**src/rtl/mux_scan_pkg.sv**
```systemverilog
// Shared types and constants for the mux scan sequencer and its settle timer.
package mux_scan_pkg;

    // Scan controller states.
    typedef enum logic [1:0] {
        IDLE = 2'd0,
        SCAN = 2'd1,
        DONE = 2'd2
    } state_e;

    // Width of the settle counter; holds SETTLE values 0..15.
    localparam int SETTLE_W = 4;

    // Highest select value reached during a scan of n_inputs inputs.
    function automatic int last_sel(input int n_inputs);
        return n_inputs - 1;
    endfunction

    // Last select value for the default four-input mux.
    localparam int LAST_SEL_DEFAULT = last_sel(4);

endpackage

```
**src/rtl/scan_settle_timer.sv**
```systemverilog
// Loadable down-counter that measures the settle wait at each select value.
module scan_settle_timer
    import mux_scan_pkg::*;
(
    input  logic                clk,
    input  logic                rst_n,
    input  logic                load,
    input  logic [SETTLE_W-1:0] load_val,
    input  logic                enable,
    output logic                zero
);

    logic [SETTLE_W-1:0] cnt_q;

    // Count register: load has priority; otherwise step down toward zero and stop there.
    always_ff @(posedge clk or negedge rst_n) begin
        // NOTE: sequential state uses non-blocking assignments so every register
        // samples pre-edge values, independent of block ordering.
        if (!rst_n) begin
            cnt_q <= '0;
        end else if (load) begin
            cnt_q <= load_val;
        end else if (enable && (cnt_q != '0)) begin
            cnt_q <= cnt_q - 1'b1;
        end
    end

    assign zero = (cnt_q == '0);

endmodule

```
**src/rtl/mux_scan_sequencer.sv**
```systemverilog
// Steps a mux select through every input, waits SETTLE cycles at each value,
// captures the mux output bit by bit and presents the word over valid/ready.
module mux_scan_sequencer
    import mux_scan_pkg::*;
#(
    parameter int N_INPUTS = 4,
    parameter int SEL_W    = 2,
    parameter int SETTLE   = 1
) (
    input  logic                clk,
    input  logic                rst_n,
    input  logic                start,
    output logic [SEL_W-1:0]    sel,
    input  logic                mux_y,
    output logic [N_INPUTS-1:0] word,
    output logic                word_valid,
    input  logic                word_ready,
    output logic                busy
);

    localparam logic [SEL_W-1:0]    LAST_SEL   = SEL_W'(last_sel(N_INPUTS));
    localparam logic [SETTLE_W-1:0] SETTLE_VAL = SETTLE_W'(SETTLE);

    state_e              state_q, state_d;
    logic [SEL_W-1:0]    sel_q, sel_d;
    logic [N_INPUTS-1:0] word_q, word_d;
    logic                valid_q, valid_d;

    logic timer_load;
    logic timer_enable;
    logic timer_zero;

    scan_settle_timer u_timer (
        .clk      (clk),
        .rst_n    (rst_n),
        .load     (timer_load),
        .load_val (SETTLE_VAL),
        .enable   (timer_enable),
        .zero     (timer_zero)
    );

    // State and datapath registers; reset aborts any scan and clears the word.
    always_ff @(posedge clk or negedge rst_n) begin
        if (!rst_n) begin
            state_q <= IDLE;
            sel_q   <= '0;
            word_q  <= '0;
            valid_q <= 1'b0;
        end else begin
            state_q <= state_d;
            sel_q   <= sel_d;
            word_q  <= word_d;
            valid_q <= valid_d;
        end
    end

    // Next-state logic: start in IDLE, settle-then-sample in SCAN, hold in DONE.
    always_comb begin
        // NOTE: every output of this block gets a default first, so no path
        // can leave a signal unassigned and infer a latch.
        state_d      = state_q;
        sel_d        = sel_q;
        word_d       = word_q;
        valid_d      = valid_q;
        timer_load   = 1'b0;
        timer_enable = 1'b0;

        unique case (state_q)
            IDLE: begin
                if (start) begin
                    state_d    = SCAN;
                    sel_d      = '0;
                    timer_load = 1'b1;
                end
            end
            SCAN: begin
                if (!timer_zero) begin
                    timer_enable = 1'b1;
                end else begin
                    // The mux output is sampled only once the settle wait has expired.
                    word_d[sel_q] = mux_y;
                    if (sel_q == LAST_SEL) begin
                        state_d = DONE;
                        valid_d = 1'b1;
                    end else begin
                        sel_d      = sel_q + 1'b1;
                        timer_load = 1'b1;
                    end
                end
            end
            DONE: begin
                // A start on the handshake edge is deliberately not honoured.
                if (word_ready) begin
                    state_d = IDLE;
                    valid_d = 1'b0;
                end
            end
            default: begin
                state_d = IDLE;
                valid_d = 1'b0;
            end
        endcase
    end

    assign sel        = sel_q;
    assign word       = word_q;
    assign word_valid = valid_q;
    assign busy       = (state_q != IDLE);

endmodule

```
**config.mk**
```make
export PLATFORM = sky130hd
export DESIGN_NAME = mux_scan_sequencer
export DESIGN_NICKNAME = d
export VERILOG_FILES = /design/src/rtl/mux_scan_pkg.sv /design/src/rtl/scan_settle_timer.sv /design/src/rtl/mux_scan_sequencer.sv
export SDC_FILE = /design/constraint.sdc
export NUM_CORES = 1
export LEC_CHECK = 0
export CAP_MARGIN = 20
export CORE_MARGIN = 8
export CORE_UTILIZATION = 53
export DETAILED_ROUTE_END_ITERATION = 16
export PLACE_DENSITY = 0.83
export SETUP_SLACK_MARGIN = 0.4
export SYNTH_ARGS = -nofsm -noshare
export SYNTH_HDL_FRONTEND = slang
export SYNTH_HIERARCHICAL = 1
export SYNTH_SLANG_ARGS = --single-unit
```
**constraint.sdc**
```tcl
create_clock -name clk -period 5.5 [get_ports clk]
set_input_delay 1.1 -clock clk [delete_from_list [all_inputs] [get_ports clk]]
set_output_delay 1.1 -clock clk [all_outputs]
set_load 0.01 [all_outputs]
```
==> flow_metrics.tcl, run 1 <==
set metrics [dict create \
    peakVddDrop_mv 0.287 \
    fin_worst_skew_ns 0.000801 \
    antenna_left 0 \
    cts_tree "yes" \
    cts.sinks 13 \
    antenna_found_initial 0 \
    fp.dieH_um 53.1 \
    max_freq_ghz 0.392 \
    placed_cell_area_sq_um 863 \
    dp_hpwl_um 990 \
    initial_core_util 0.567 \
    worstSetupEndpointType "output pin" \
    fin_nets 98 \
    cellPowerDensity_nw_per_um2 575 \
    dpl.cell_count 98 \
    cts_buffer_depth 2 \
    clkLatencyLatePin_ns 0.27 \
    max_stage_delay_ns 0.47 \
    num_rows 13 \
    critPathRequiredTime_ns 4.40 \
    avgSynthCellArea_sq_um 10.4 \
    firstDrtPassIters 4 \
    synth_compound_area_frac 0.117 \
    totalNegativeSetupSlack_ns 0 \
    setup_slack_ns 2.95 \
    io_buffer_count 12 \
    crit_slowest_cell "clkdlybuf4s50_1" \
    path_cells "nor2_1, inv_1, clkdlybuf4s50_1" \
    crit_type "register to output pin" \
    cp_data_arrival_time_ns 1.45 \
    grt_start_max_net_pins 14 \
    finalWeightedCongestion 0.747 \
    hold_class "register to register" \
    yosys_warnings 6 \
    drv_slew 0 \
    cts_made_buffers 3 \
    cp-start-kind "register" \
    grt_pass1_vias 543 \
    syn_inst 70 \
    layout_commonest_cell "dfrtp_1" \
    hold_buffers 0 \
    holdWs_ns 0.475 \
    synth_top_family_by_area "simple AND/OR/NAND/NOR gates" \
    h-tree-depth 1 \
    drtIter0Drc 16 \
    grtUsageTotal 0.110 \
    cts.root.buffer_cell "clkbuf_4" \
    synthMuxAreaShare 0.0670 \
    wl_per_cell_um 13.1 \
    ys_seq_area_frac 0.447 \
    place_ws_ns 2.94 \
    core_sq_um 1280 \
    drv_cap 0 \
    synthXorXnorAreaFrac 0 \
    dieArea_sq_um 2820 \
    path_clk_slew_ns 0.08 \
    fin_cells 102 \
    area_delta_synth_final_pct 22.2 \
    synth_fa_ha_area_frac 0.0859 \
    grt_overflow 0 \
    drc 0 \
    worst_slew_pin_slew_ns 0.576 \
    ys_ff_latch 13 \
    layout_common_cells "dfrtp_1 (13), nand2_1 (12), clkdlybuf4s50_1 (12)" \
    p_leak_nw 0.415 \
    wirelength_um 1340 \
    drive_gt1_frac 0.103 \
    cts-resized-gates 0 \
    die_w_um 53.1 \
    slew_headroom 0.615 \
    outcome "complete, no violations" \
    final_cell_area_sq_um 890 \
    ys_types 28 \
    n_antenna_cell 0 \
    setup_viol 0 \
    num_vias 547 \
    via_per_inst 5.36 \
    rsz0062_at_grt "false" \
    cp_num_buf_inv 2 \
    finalCritPeriodShare 0.464 \
    grt_first_pass_wirelength_um 2370 \
    yosys.area_share.simple 0.227 \
    netlist_area_sq_um 728 \
    cp_max_fo 8 \
    postCtsSetupRepairBufs 0 \
    pin_count 13 \
    period_needed_ns 2.55 \
    finalHoldViolCount 0 \
    cp_top_family "buffers and inverters" \
]
worst paths after layout:
kind,depth (start not counted),end,from,slack [ns]
worst max register to register,7,u_timer/cnt_q[3],u_timer/cnt_q[0],3.18
worst min register to register,2,word_valid,word_valid,0.48
worst min-delay path,2,word_valid,word_valid,0.48
min in group asynchronous,1,word[3],rst_n,1.19
worst max-delay path,3,busy,state_q[0],2.95
max in group asynchronous,1,sel[1],rst_n,3.93
cell families after synthesis:
| kind of cell | Yosys count |
|---|---|
| AOI/OAI and AO/OA | 12 |
| DFF | 13 |
| muxes | 4 |
| adders and majority gates | 5 |
| other | 2 |
| and+or+nand+nor | 27 |
| buffers and inverters | 7 |
metrics by stage:
step	util	power, mW
after floorplan	-	0.365
after global placement	0.672	0.444
after detailed placement	0.672	0.453
after CTS	0.692	0.513
after global routing	0.692	0.555
final	0.692	0.512
worst min-delay path: cells and delay by family (launching register included):
family           cells  cell delay (ns)
flip-flops           1             0.34
AND/OR/NAND/NOR      2             0.10
area by class of cell:
cell class              count  area, sq um
fillers                   104          395
clock buffers               4         26.3
inverters                   6         22.5
repair buffers             12          120
multi-input cells          52          377
flip-flops and latches     13          325
well taps                  15         18.8
per-layer routing:
metal,track usage,routed length [um]
met2,0.166,581
met1,0.135,666
met3,0.0420,84
met4,0.0504,10
met5,0,0
Yosys cell counts:
library cell,count,area (sq um)
nor3b_2,1,12.5
ha_1,5,62.6
nand2_2,1,6.26
o211ai_2,1,12.5
o21ai_0,3,15.0
a311oi_1,1,8.76
o31a_1,1,8.76
a221o_1,1,10.0
and4bb_1,1,12.5
a21oi_1,1,5.00
and4b_1,1,10.0
a21o_1,1,7.51
nand2_1,12,45.0
conb_1,2,7.51
o21ai_1,2,10.0
buf_6,1,11.3
dfrtp_1,13,325
and3b_4,1,12.5
nor2_1,3,11.3
nor3_1,2,10.0
o21a_1,1,7.51
mux2_1,3,33.8
nor4b_2,1,15.0
mux2_4,1,15.0
inv_1,6,22.5
or2b_1,1,7.51
or4_1,1,7.51
nor3b_1,2,15.0
report_power, final:
part           leakage, nW  internal [mW]  switching [mW]
Sequential           0.156          0.141          0.0376
Clock               0.0150         0.0281          0.0303
Combinational        0.244          0.146           0.129
state kept, by name, indices dropped and copies added, names as in the netlist:
name and count:
sel 2, word_valid 1, state_q 2, u_timer/cnt_q 4
word 4
(Power assumes the default switching activity.)
==> inputs of run 2 (changes only) <==
--- a/config.mk
+++ b/config.mk
@@ -7,9 +7,9 @@
 export LEC_CHECK = 0
 export CAP_MARGIN = 20
 export CORE_MARGIN = 8
-export CORE_UTILIZATION = 53
+export CORE_UTILIZATION = 49
 export DETAILED_ROUTE_END_ITERATION = 16
-export PLACE_DENSITY = 0.83
+export PLACE_DENSITY = 0.78
 export SETUP_SLACK_MARGIN = 0.4
 export SYNTH_ARGS = -nofsm -noshare
 export SYNTH_HDL_FRONTEND = slang
==> constraint.sdc (replaced) <==
create_clock -name clk -period 2.35 [get_ports clk]
set_input_delay 0.47 -clock clk [delete_from_list [all_inputs] [get_ports clk]]
set_output_delay 0.47 -clock clk [all_outputs]
set_load 0.01 [all_outputs]
==> run 2 against run 1 <==
  * Clock skew is 0.0037 ns higher
  * Critical endpoint is now u_timer/cnt_q[1]
  * Clock-buffer cell count is 1 lower
  * Design area is 9.0% higher
  * Total power rose to 2.6 times the previous value
  * Global-route usage grew 0.19 points
  * Largest cell class unchanged
  * Via count increased by 2.4%
  * Routed wire length rose by 6.5%
==> flow_metrics.tcl, run 2 (synthesis results as in run 1) <==
set metrics [dict create \
    seqPwrFrac 0.313 \
    h-tree-depth 1 \
    period_needed_ns 1.91 \
    dieArea_sq_um 2980 \
    comb_power_share 0.580 \
    cts_tree "yes" \
    finalCritPeriodShare 0.814 \
    cp_top_family "simple AND/OR/NAND/NOR gates" \
    cp_num_buf_inv 1 \
    cts.root.buffer_cell "clkbuf_4" \
    totalNegativeSetupSlack_ns 0 \
    fin_nets 103 \
    via_per_inst 5.19 \
    rsz0062_at_grt "true" \
    core_sq_um 1450 \
    finalWeightedCongestion 0.718 \
    path_cells "inv_2, ha_4, nor3b_4, and4bb_1, a21o_4, or4_4, o211ai_2" \
    grt_first_pass_wirelength_um 2240 \
    grt_pass1_vias 536 \
    r2r_slack_ns 0.44 \
    grt_overflow 0 \
    dp_hpwl_um 993 \
    worstSetupEndpointType "register" \
    drc 0 \
    cp-start-kind "register" \
    cts_made_buffers 3 \
    dpl.cell_count 99 \
    wl_per_cell_um 13.2 \
    die_w_um 54.6 \
    drtIter0Drc 4 \
    n_antenna_cell 0 \
    cellPowerDensity_nw_per_um2 1390 \
    max_stage_delay_ns 0.52 \
    clkPwrFrac 0.106 \
    whs_path_depth 2 \
    num_rows 14 \
    grt_start_max_net_pins 14 \
    fp.dieH_um 54.6 \
    drv_cap 0 \
    cts_buffer_depth 2 \
    reg2reg_depth 7 \
    cp_data_arrival_time_ns 2.12 \
    area_delta_synth_final_pct 33.2 \
    drive_gt1_frac 0.250 \
    r2r_start "u_timer/cnt_q[1]" \
    io_buffer_count 12 \
    p_int_mw 0.839 \
    worst_slew_pin_slew_ns 0.562 \
    antenna_found_initial 0 \
    critPathRequiredTime_ns 2.56 \
    drv_slew 0 \
    layout_common_cells "nand2_1 (12), clkdlybuf4s50_1 (12), dfrtp_1 (11)" \
    setup_viol 0 \
    grtUsageTotal 0.112 \
    peakVddDrop_mv 0.726 \
    hold_class "register to register" \
    initial_core_util 0.501 \
    outcome "complete, no violations" \
    antenna_left 0 \
    finalHoldViolCount 0 \
    fin_util 0.667 \
    hold_end "word_valid" \
    holdWs_ns 0.493 \
    switchingPower_mw 0.506 \
    wirelength_um 1430 \
    clkLatencyLatePin_ns 0.28 \
    r2r_end "u_timer/cnt_q[1]" \
    path_clk_slew_ns 0.09 \
    crit_type "register to register" \
    firstDrtPassIters 2 \
    hold_start "word_valid" \
    slew_headroom 0.624 \
    fin_worst_skew_ns 0.00454 \
    p_leak_nw 0.441 \
    pin_count 13 \
    cp_max_fo 8 \
    cts.sinks 13 \
    startpoint "u_timer/cnt_q[1]" \
    max_freq_ghz 0.523 \
    num_vias 560 \
    crit_slowest_cell "or4_4" \
    switching_share 0.376 \
    fin_cells 108 \
]
## run 2: area by class of cell
type                       count  area [sq um]
timing repair buffer          17           158
sequential                    13           328
multi-input combinational     52           414
tap                           16          20.0
inverter                       6          22.5
clock inverter                 1          5.00
clock buffer                   3          22.5
fill                         117           484
## run 2: worst reg2reg max path: stages, from the launching register on
cell	delay, ns
dfrtp_1	0.40
inv_2	0.06
ha_4	0.16
nor3b_4	0.16
and4bb_1	0.25
a21o_4	0.22
or4_4	0.52
o211ai_2	0.07
## run 2: power by group through the flow
stage	clock network (mW)	logic [mW]	registers (mW)
after floorplan	0	0.451	0.440
after global placement	0	0.654	0.419
after detailed placement	0	0.675	0.427
after CTS	0.146	0.726	0.417
after global routing	0.159	0.858	0.434
final	0.143	0.781	0.421
## run 2: layer usage
| layer | share of wire | vias up | routed length (um) | GRT usage |
|---|---|---|---|---|
| met5 | 0 | - | 0 | 0 |
| met4 | 0.044 | 0 | 63 | 0.123 |
| met3 | 0.082 | 4 | 117 | 0.0408 |
| met2 | 0.47 | 11 | 669 | 0.166 |
| met1 | 0.40 | 261 | 578 | 0.114 |
| li1 | - | 284 | - | - |
## run 2: through the flow
stage	worst slack, ns	instance area (sq um)	total power, mW
CTS	0.392	932	1.29
floorplan	0.418	748	0.891
global route	0.393	970	1.45
detailed placement	0.228	877	1.10
finish	0.438	970	1.34
global placement	0.287	877	1.07
## run 2: timing repair
action                                  CTS  global route
endpoints found under the setup margin    2             3
hold buffers                              0             0
setup buffers                             2             3
pin swaps                                 0             2
resized for setup                         3             5
## run 2: worst max path at each step
| stage | endpoint | cells after the start |
|---|---|---|
| floorplan | u_timer/cnt_q[1] | 8 |
| global placement | u_timer/cnt_q[3] | 7 |
| detailed placement | u_timer/cnt_q[3] | 7 |
| CTS | busy | 3 |
| global route | u_timer/cnt_q[1] | 7 |
| finish | u_timer/cnt_q[1] | 7 |
